===== config.mk =====
export PLATFORM = sky130hd
export DESIGN_NAME = mmc_responder_flat
export DESIGN_NICKNAME = d
export VERILOG_FILES = /design/src/rtl/mmc_responder_if.sv /design/src/rtl/mmc_responder.sv /design/src/flat_wrapper.sv
export SDC_FILE = /design/constraint.sdc
export NUM_CORES = 1
export LEC_CHECK = 0
export ABC_AREA = 1
export CAP_MARGIN = 0
export CORE_MARGIN = 2
export CORE_UTILIZATION = 45
export CTS_CLUSTER_DIAMETER = 120
export DETAILED_ROUTE_END_ITERATION = 12
export PLACE_DENSITY = 0.65
export REMOVE_ABC_BUFFERS = 1
export SLEW_MARGIN = 20
export SYNTH_ARGS = -nofsm -noshare
export SYNTH_HDL_FRONTEND = slang
export SYNTH_SLANG_ARGS = --single-unit

===== constraint.sdc =====
create_clock -name clock -period 1.5 [get_ports clock]
set_input_delay 0.45 -clock clock [delete_from_list [all_inputs] [get_ports clock]]
set_output_delay 0.45 -clock clock [all_outputs]
set_load 0.02 [all_outputs]

===== src/rtl/mmc_responder_if.sv =====
// ---------------------------------------------------------------------------
// mmc_responder_if
// Bundles the SPI pins and the backend-facing byte/command signals of the
// MMC/SD SPI-mode card responder.
//
// Handshake semantics (all on the rising edge of the system clock):
//   txLoad/txFull : txLoad is a write strobe. It is accepted when txFull=0,
//                   or when the holding byte is consumed in the same clock.
//                   Otherwise it is ignored. There is no back-pressure beyond
//                   txFull, which the backend must observe itself.
//   rxValid       : one-clock pulse, rxData holds the byte until the next one.
//   cmdValid      : one-clock pulse, cmdIndex/cmdArg/cmdCrc hold the command
//                   until the next well-formed one.
//   cmdError      : one-clock pulse, command dropped, cmd outputs unchanged.
//
// Signals
//   spiCs, spiCk, spiDi : SPI master -> card (chip select active low, mode 0)
//   spiDo               : card -> SPI master (MISO)
//   rxData, rxValid     : received byte stream
//   txData, txLoad      : response byte from the backend
//   txFull              : response holding register occupied
//   cmdValid, cmdError  : command framer result pulses
//   cmdIndex, cmdArg,
//   cmdCrc              : last well-formed command
//   frameState          : command framer state (0 HUNT, 1 ARG, 2 CRC), debug
// Modports
//   slave  : the responder (card side)
//   master : the SPI master plus the backend (bench side)
// ---------------------------------------------------------------------------
interface mmc_responder_if;
    logic        spiCs;
    logic        spiCk;
    logic        spiDi;
    logic        spiDo;
    logic [7:0]  rxData;
    logic        rxValid;
    logic [7:0]  txData;
    logic        txLoad;
    logic        txFull;
    logic        cmdValid;
    logic        cmdError;
    logic [5:0]  cmdIndex;
    logic [31:0] cmdArg;
    logic [6:0]  cmdCrc;
    logic [1:0]  frameState;

    modport slave (
        input  spiCs, spiCk, spiDi, txData, txLoad,
        output spiDo, rxData, rxValid, txFull,
               cmdValid, cmdError, cmdIndex, cmdArg, cmdCrc, frameState
    );

    modport master (
        output spiCs, spiCk, spiDi, txData, txLoad,
        input  spiDo, rxData, rxValid, txFull,
               cmdValid, cmdError, cmdIndex, cmdArg, cmdCrc, frameState
    );
endinterface


===== src/rtl/mmc_responder.sv =====
// ---------------------------------------------------------------------------
// mmc_responder
// SPI mode-0 slave for the MMC/SD bus. The SPI pins are oversampled in the
// system clock domain. Received bytes are deframed into 6-byte MMC commands
// (index, 32-bit argument, CRC7) and response bytes from the backend are
// shifted out MSB first on spiDo.
//
// Parameters
//   SYNC_STAGES : synchroniser depth for spiCs/spiCk/spiDi (>= 2)
//   FILL        : byte shifted out when no response byte is queued
// Ports
//   clock : system clock, rising edge
//   reset : synchronous, active-low reset
//   bus   : mmc_responder_if.slave (SPI pins, rx/tx byte path, command outputs)
// ---------------------------------------------------------------------------
module mmc_responder #(
    parameter int          SYNC_STAGES = 2,
    parameter logic [7:0]  FILL        = 8'hFF
) (
    input  logic           clock,
    input  logic           reset,
    mmc_responder_if.slave bus
);

    typedef enum logic [1:0] {
        HUNT = 2'd0,
        ARG  = 2'd1,
        CRC  = 2'd2
    } frame_t;

    // Pin synchronisers; the last stage is the "pin" seen by the logic.
    logic [SYNC_STAGES-1:0] cs_sync;
    logic [SYNC_STAGES-1:0] ck_sync;
    logic [SYNC_STAGES-1:0] di_sync;
    logic                   cs_s;
    logic                   ck_s;
    logic                   di_s;
    logic                   cs_q;
    logic                   ck_q;

    // Byte engine
    logic [2:0]  bit_cnt;
    logic [7:0]  rx_shift;
    logic [7:0]  tx_shift;
    logic [7:0]  rx_data;
    logic        rx_valid;
    logic        spi_do;
    logic [7:0]  hold;
    logic        tx_full;

    // Command framer
    frame_t      frame_state;
    logic [1:0]  arg_n;
    logic [5:0]  idx_tmp;
    logic [31:0] arg_sh;
    logic        cmd_valid;
    logic        cmd_error;
    logic [5:0]  cmd_index;
    logic [31:0] cmd_arg;
    logic [6:0]  cmd_crc;

    // Edge detection on the synchronised pins
    logic        cs_fall;
    logic        ck_rise;
    logic        ck_fall;
    logic        bit_wrap;
    logic        reload;
    logic        consume;
    logic [7:0]  byte_done;

    assign cs_s = cs_sync[SYNC_STAGES-1];
    assign ck_s = ck_sync[SYNC_STAGES-1];
    assign di_s = di_sync[SYNC_STAGES-1];

    assign cs_fall   = cs_q & ~cs_s;
    // SPI clock edges only count while the card is selected.
    assign ck_rise   = ~ck_q & ck_s & ~cs_s;
    assign ck_fall   = ck_q & ~ck_s & ~cs_s;
    assign bit_wrap  = ck_rise && (bit_cnt == 3'd7);
    // The transmit shifter is refilled at selection and at every byte boundary.
    assign reload    = cs_fall | bit_wrap;
    assign consume   = reload & tx_full;
    assign byte_done = {rx_shift[6:0], di_s};

    // -----------------------------------------------------------------------
    // Synchronisers, bit/byte engine and response holding register
    // -----------------------------------------------------------------------
    always_ff @(posedge clock) begin
        if (!reset) begin
            cs_sync  <= '1;
            ck_sync  <= '0;
            di_sync  <= '1;
            cs_q     <= 1'b1;
            ck_q     <= 1'b0;
            bit_cnt  <= 3'd0;
            rx_shift <= FILL;
            tx_shift <= FILL;
            rx_data  <= 8'h00;
            rx_valid <= 1'b0;
            spi_do   <= 1'b1;
            hold     <= 8'h00;
            tx_full  <= 1'b0;
        end else begin
            cs_sync  <= {cs_sync[SYNC_STAGES-2:0], bus.spiCs};
            ck_sync  <= {ck_sync[SYNC_STAGES-2:0], bus.spiCk};
            di_sync  <= {di_sync[SYNC_STAGES-2:0], bus.spiDi};
            cs_q     <= cs_s;
            ck_q     <= ck_s;
            rx_valid <= 1'b0;

            // A load landing in the same clock as a consume refills the
            // holding register, so txFull stays set.
            if (consume) begin
                tx_full <= bus.txLoad;
                if (bus.txLoad) begin
                    hold <= bus.txData;
                end
            end else if (bus.txLoad && !tx_full) begin
                hold    <= bus.txData;
                tx_full <= 1'b1;
            end

            if (cs_s) begin
                // Deselected: drop any partial byte, keep the holding byte.
                bit_cnt <= 3'd0;
                spi_do  <= 1'b1;
            end else begin
                // spiDo tracks the shifter MSB, so a freshly loaded byte shows
                // its MSB before the first rising edge of that byte.
                spi_do <= tx_shift[7];

                if (reload) begin
                    tx_shift <= tx_full ? hold : FILL;
                end else if (ck_fall && (bit_cnt != 3'd0)) begin
                    tx_shift <= {tx_shift[6:0], 1'b1};
                end

                if (ck_rise) begin
                    rx_shift <= byte_done;
                    bit_cnt  <= bit_cnt + 3'd1;
                    if (bit_cnt == 3'd7) begin
                        rx_data  <= byte_done;
                        rx_valid <= 1'b1;
                    end
                end
            end
        end
    end

    // -----------------------------------------------------------------------
    // Command framer: advances on each received byte. Running one clock
    // behind rxValid keeps cmdValid and rxValid from coinciding.
    // -----------------------------------------------------------------------
    always_ff @(posedge clock) begin
        if (!reset) begin
            frame_state <= HUNT;
            arg_n       <= 2'd0;
            idx_tmp     <= 6'd0;
            arg_sh      <= 32'd0;
            cmd_valid   <= 1'b0;
            cmd_error   <= 1'b0;
            cmd_index   <= 6'd0;
            cmd_arg     <= 32'd0;
            cmd_crc     <= 7'd0;
        end else begin
            cmd_valid <= 1'b0;
            cmd_error <= 1'b0;

            if (cs_s) begin
                frame_state <= HUNT;
            end else if (rx_valid) begin
                case (frame_state)
                    HUNT: begin
                        // Start bit 0 + transmission bit 1; anything else,
                        // such as 0xFF padding, is skipped.
                        if (rx_data[7:6] == 2'b01) begin
                            idx_tmp     <= rx_data[5:0];
                            arg_n       <= 2'd0;
                            frame_state <= ARG;
                        end
                    end
                    ARG: begin
                        arg_sh <= {arg_sh[23:0], rx_data};
                        arg_n  <= arg_n + 2'd1;
                        if (arg_n == 2'd3) begin
                            frame_state <= CRC;
                        end
                    end
                    CRC: begin
                        if (rx_data[0]) begin
                            cmd_index <= idx_tmp;
                            cmd_arg   <= arg_sh;
                            cmd_crc   <= rx_data[7:1];
                            cmd_valid <= 1'b1;
                        end else begin
                            cmd_error <= 1'b1;
                        end
                        frame_state <= HUNT;
                    end
                    default: frame_state <= HUNT;
                endcase
            end
        end
    end

    assign bus.spiDo      = spi_do;
    assign bus.rxData     = rx_data;
    assign bus.rxValid    = rx_valid;
    assign bus.txFull     = tx_full;
    assign bus.cmdValid   = cmd_valid;
    assign bus.cmdError   = cmd_error;
    assign bus.cmdIndex   = cmd_index;
    assign bus.cmdArg     = cmd_arg;
    assign bus.cmdCrc     = cmd_crc;
    assign bus.frameState = frame_state;

endmodule


===== src/flat_wrapper.sv =====
// flat-port wrapper written by rule: the top's interface ports become plain ports
module mmc_responder_flat 
#(
    parameter int          SYNC_STAGES = 2,
    parameter logic [7:0]  FILL        = 8'hFF
)
  (clock, reset, bus_spiCs, bus_spiCk, bus_spiDi, bus_txData, bus_txLoad, bus_spiDo, bus_rxData, bus_rxValid, bus_txFull, bus_cmdValid, bus_cmdError, bus_cmdIndex, bus_cmdArg, bus_cmdCrc, bus_frameState);
  mmc_responder_if bus_i ();
  input  logic clock;
  input  logic reset;
  input wire logic [$bits(bus_i.spiCs)-1:0] bus_spiCs;
  input wire logic [$bits(bus_i.spiCk)-1:0] bus_spiCk;
  input wire logic [$bits(bus_i.spiDi)-1:0] bus_spiDi;
  input wire logic [$bits(bus_i.txData)-1:0] bus_txData;
  input wire logic [$bits(bus_i.txLoad)-1:0] bus_txLoad;
  output wire logic [$bits(bus_i.spiDo)-1:0] bus_spiDo;
  output wire logic [$bits(bus_i.rxData)-1:0] bus_rxData;
  output wire logic [$bits(bus_i.rxValid)-1:0] bus_rxValid;
  output wire logic [$bits(bus_i.txFull)-1:0] bus_txFull;
  output wire logic [$bits(bus_i.cmdValid)-1:0] bus_cmdValid;
  output wire logic [$bits(bus_i.cmdError)-1:0] bus_cmdError;
  output wire logic [$bits(bus_i.cmdIndex)-1:0] bus_cmdIndex;
  output wire logic [$bits(bus_i.cmdArg)-1:0] bus_cmdArg;
  output wire logic [$bits(bus_i.cmdCrc)-1:0] bus_cmdCrc;
  output wire logic [$bits(bus_i.frameState)-1:0] bus_frameState;
  assign bus_i.spiCs = bus_spiCs;
  assign bus_i.spiCk = bus_spiCk;
  assign bus_i.spiDi = bus_spiDi;
  assign bus_i.txData = bus_txData;
  assign bus_i.txLoad = bus_txLoad;
  assign bus_spiDo = bus_i.spiDo;
  assign bus_rxData = bus_i.rxData;
  assign bus_rxValid = bus_i.rxValid;
  assign bus_txFull = bus_i.txFull;
  assign bus_cmdValid = bus_i.cmdValid;
  assign bus_cmdError = bus_i.cmdError;
  assign bus_cmdIndex = bus_i.cmdIndex;
  assign bus_cmdArg = bus_i.cmdArg;
  assign bus_cmdCrc = bus_i.cmdCrc;
  assign bus_frameState = bus_i.frameState;
  mmc_responder #(.SYNC_STAGES(SYNC_STAGES), .FILL(FILL)) u_core (.clock(clock), .reset(reset), .bus(bus_i));
endmodule

---- Yosys cells after proc, flatten, opt, wreduce, memory -nomap -nowiden ----
Index checks and enable logic that the tools add are counted.
cells by class
  bitwise logic cells ..................... 14
  add/sub/neg operators ................... 2
  equality and inequality tests ........... 8
  reductions and logical operators ........ 21
  muxes and demuxes ....................... 16
operators by type and width
  operator                                                                count
  8-bit two-way mux                                                       6
  4-bit AND reduction                                                     3
  3-bit AND reduction                                                     3
  2-bit one-hot mux with 2 select lines                                   2
  1-bit NOT                                                               7
  1-bit AND                                                               6
  2-bit two-way mux                                                       3
  2-bit AND reduction                                                     3
  2-bit nonzero test                                                      3
  1-bit two-way mux                                                       5
  2-bit by 1-bit equality test with 1-bit output (second input constant)  2
  2-bit equality test (second input constant)                             2
  2-bit by 1-bit != test with 1-bit output (second input constant)        2
  4-bit OR reduction                                                      1
  3-bit by 1-bit adder with 3-bit output (second input constant)          1
  3-bit equality test (second input constant)                             1
  1-bit logical AND                                                       3
  3-bit nonzero test                                                      1
  3-bit OR reduction                                                      1
  2-bit by 1-bit adder with 2-bit output (second input constant)          1
  2-bit zero test                                                         1
  2-bit != test (second input constant)                                   1
  2-bit OR reduction                                                      1
  1-bit zero test                                                         1
  1-bit bitwise OR                                                        1
storage, ports and cells
  word-level logic and storage cells ...... 83
  input port bits ......................... 14
  output and inout bits ................... 60
  register bits after elaboration ......... 134

---- Longest topological paths before layout ----
  depth in word-level cells ............... 8
  mapped depth ............................ 8
  mapped depth without buffers ............ 8

---- Least setup slack after synthesis ----
No wires, ideal clock.
  path kind ............................... register -> register
  start point ............................. reg u_core.bit_cnt[0]
  end point ............................... reg u_core.hold[0]
  required time ........................... 1385 ps
  arrival time ............................ 1255 ps
  stages on the path, launching flop included .. 8
  slack ................................... 130 ps
  clock period less this slack ............ 1370 ps
  library setup time ...................... 115 ps
  buffers on the path ..................... 1
  cell sequence ........................... dfxtp_1 -> ha_1 -> ha_1 -> nand4_4 -> nand3_4 -> buf_6 -> a21oi_1 -> nor2_1
on the way
  word-level cells in the longest chain between the ends .. 6
  elaborated cells on any way between the ends .. 8
  classes of those cells .................. 2 x eq/ne; 1 x mux; 2 x bitwise; 3 x reduce/logical
RTL lines
  item                                                                  line                  source
  start: declaration                                                    mmc_responder.sv:42   logic [2:0] bit_cnt;
  start signal: assignment                                              mmc_responder.sv:140  bit_cnt <= bit_cnt + 3'd1;
  3-bit equality test (*)                                               mmc_responder.sv:79   assign bit_wrap = ck_rise && (bit_cnt == 3'd7);
  1-bit logical AND (*)                                                 mmc_responder.sv:79
  1-bit bitwise OR (*)                                                  mmc_responder.sv:81   assign reload = cs_fall | bit_wrap;
  1-bit AND (*)                                                         mmc_responder.sv:82   assign consume = reload & tx_full;
  2-bit != test (no line) / 2-bit nonzero test (equally long branches)  --
  2-bit AND reduction (no line)                                         --
  end signal: assignment                                                mmc_responder.sv:116  hold <= bus.txData;
  end signal: assignment                                                mmc_responder.sv:119  hold <= bus.txData;
  end: declaration                                                      mmc_responder.sv:48   logic [7:0] hold;
Every way passes the cells marked *; elsewhere a longest branch is shown, timed or not.
A chain may end at the register's enable or synchronous reset.

---- Final worst setup path ----
  start point ............................. reg u_core.rx_valid (netlist: u_core.bus.rxValid)
  end point ............................... out bus_rxValid
RTL lines
  item                      line                  source
  start: declaration        mmc_responder.sv:46   logic rx_valid;
  start signal: assignment  mmc_responder.sv:99   rx_valid <= 1'b0;
  start signal: assignment  mmc_responder.sv:109  rx_valid <= 1'b0;
  start signal: assignment  mmc_responder.sv:143  rx_valid <= 1'b1;
  end: declaration          flat_wrapper.sv:18    output wire logic [$bits(bus_i.rxValid)-1:0] bus_rxValid;
No word-level cell between the ends.

==> flow_summary.json <==
{
  "status": "completed",
  "path_cells": "buf_4",
  "rsz0062_at_grt": "false",
  "path_class": "flip-flop to output port",
  "antenna_found_initial": 0,
  "drt-total-wl_um": 10700,
  "hpwl_um": 6630,
  "drive_above_1_share_pct": 21.7,
  "yosysSeqAreaShare_pct": 53.6,
  "synth-seq-cells": 134,
  "path_delay_family": "flip-flops",
  "grt_pass1_wl_um": 16700,
  "grt_usage_pct": 17.8,
  "finalSetupTns_ps": 0,
  "wire_per_inst_um": 12.2,
  "synthXorXnorAreaFrac_pct": 0,
  "p_total_mw": 7.91,
  "die-area_um2": 12000,
  "clk_latency_ps": 520,
  "ctsLongestPathBuffers": 2,
  "avgSynthCellArea_um2": 7.87,
  "final_cell_mix": "123 x dfxtp_1, 96 x nor2_1, 82 x o21ai_0",
  "grt_max_degree": 92,
  "cts_root_buf": "clkbuf_8",
  "syn-cell-area_um2": 5000,
  "setup_viol": 0,
  "numCtsBuffers": 17,
  "max_cap_violations": 0,
  "crit_required_ps": 1050,
  "r2r-start": "u_core.bit_cnt[1]$_SDFFE_PP0P_",
  "synthArstFlopShare_pct": 0,
  "post-route-drc-count": 0,
  "synth_edf_count": 0,
  "period_share_pct": 97.8,
  "synth_compound_area_share_pct": 16.3,
  "netlist_instances": 636,
  "ir_drop_mv": 0.579,
  "worst-path-buf-inv": 1,
  "cts_sinks": 134,
  "post_cts_buffers": 0,
  "die_h_um": 109,
  "ctsHoldBuffers": 0,
  "final_hold_viol_count": 0,
  "synth_top_area_cell": "dfxtp_1",
  "startpoint": "u_core.bus.rxValid$_SDFF_PP0_",
  "via_per_inst": 4.84,
  "clk_pin_slew_worst_paths_ps": 60,
  "critical-path-max-stage-delay_ps": 360,
  "ys_top_cells_by_area": "dfxtp_1 54%, o21ai_0 8.4%, nor2_1 7.2%, a21oi_1 7.0%, inv_1 5.9%",
  "min-delay-start": "reset",
  "gp_congestion": 0.755,
  "holdCritPathClass": "input port to flip-flop",
  "worstPathArrival_ps": 1020,
  "worstMarginPinSlew_ps": 398,
  "first_iter_violations": 160,
  "htree_levels": 4,
  "drt-pass1-iter-count": 4,
  "final_common_cell": "dfxtp_1",
  "yosys.area.top_type_share_pct": 53.6,
  "synth-main-ff-cell": "dfxtp_1",
  "rows": 38,
  "fin_crit_ps": 1470,
  "cpMaxStageDelayCell": "dfxtp_2",
  "grt_pass1_vias": 3769,
  "core_area_um2": 10800,
  "drv_slew": 0,
  "slew_headroom_pct": 73.4,
  "cts_tree": "done",
  "vias": 4255,
  "die_w_um": 109,
  "ys.warnings.count": 0,
  "hold_ws_ps": 363,
  "syn2layout_area_growth_pct": 30.9,
  "ant_nets": 0,
  "start_util_pct": 46.2,
  "synth_top_family_by_area": "simple AND/OR/NAND/NOR gates",
  "yosys.area_share.simple_pct": 19.8,
  "nets": 744,
  "grt.overflow.total": 0,
  "ys_types": 27,
  "leakagePower_nw": 2.77,
  "end_kind": "output port",
  "power_density_nw_per_um2": 1210,
  "fin_skew_ps": 8.15,
  "diodes": 0,
  "synthMuxAreaShare_pct": 0,
  "port_buffers": 73,
  "io_pins": 74,
  "fmax_mhz": 682,
  "synthAdderAreaFrac_pct": 1.00,
  "crit_fanout": 4,
  "start_kind": "flip-flop"
}
[power by group]
| group | leakage, nW | switching [mW] | internal (mW) |
|---|---|---|---|
| Combinational | 1.40 | 0.174 | 0.133 |
| Clock | 0.287 | 1.49 | 2.49 |
| Sequential | 1.09 | 0.0239 | 3.60 |
[synthesized netlist by cell type (2+ instances only)]
master,number
a21oi_1,70
buf_1,5
buf_2,5
buf_4,4
clkbuf_1,15
clkbuf_2,4
dfxtp_1,134
ha_1,4
inv_1,78
inv_2,2
nand2_1,68
nand3_1,30
nand3_2,2
nand3b_1,3
nand4_1,7
nand4_4,2
nor2_1,96
nor2_2,2
o21ai_0,84
o21ai_1,7
or2_2,8
[stage by stage]
step	area [um2]	std cells	setup WS, ps	utilization (%)
4_1_cts	6320	875	1.44	58.3
5_1_grt	6550	879	0.202	60.4
2_1_floorplan	4840	602	-368	-
3_5_place_dp	6020	843	-44.9	55.5
6_report	6550	879	33.2	60.4
3_3_place_gp	6020	843	22.0	55.5
[worst min-delay path: stages]
cell,delay [ps]
buf_2,150
buf_4,160
nand2_1,50
inv_1,40
[final cells by class]
cell class / instances / area, um2
fill: 994 / 4290
sequential: 134 / 2700
multi-input combinational: 389 / 1940
timing repair buffer: 103 / 848
clock buffer: 20 / 455
inverter: 81 / 308
tap: 140 / 175
clock inverter: 12 / 126
[worst paths after layout]
kind / endpoint / slack [ps] / depth (start not counted)
worst max-delay path: bus_rxValid / 30 / 1
worst min-delay path: u_core.ck_sync[1]$_SDFF_PN0_ / 360 / 4
worst max register to register: u_core.tx_shift[3]$_SDFFE_PN1P_ / 90 / 8
worst min register to register: u_core.ck_sync[1]$_SDFF_PN0_ / 410 / 2
[registers in the layout (all words and copies together) (netlist names), 3 cells and up]
name                 cells
u_core.bus.cmdArg       32
u_core.bus.cmdIndex      6
u_core.bus.rxData        8
u_core.idx_tmp           6
u_core.tx_shift          8
u_core.arg_sh           32
u_core.rx_shift          7
u_core.bus.cmdCrc        7
u_core.hold              8
u_core.bit_cnt           3
[metal layers]
layer	vias to the layer above	GRT usage, %	part of all wire, %
met5	-	0	0
met4	0	8.41	1.6
met3	19	4.45	4.7
met2	77	29.8	48
met1	1935	21.4	45
li1	2224	-	-
[repair_timing]
item                                    4_1_cts  5_1_grt
pin swaps                                     0        3
cloned                                        0        4
gates resized for setup                     253       50
endpoints found under the setup margin       61       54
[cells by family (layout without fill, tap and decap cells)]
| family | count (synthesis) | in the layout |
|---|---|---|
| flip-flops | 134 | 134 |
| AO/OA/AOI/OAI | 162 | 162 |
| buffers and inverters | 115 | 216 |
| AND/OR/NAND/NOR | 221 | 223 |
| adder cells (fa/ha/maj) | 4 | 4 |
(Power assumes the default switching activity.)
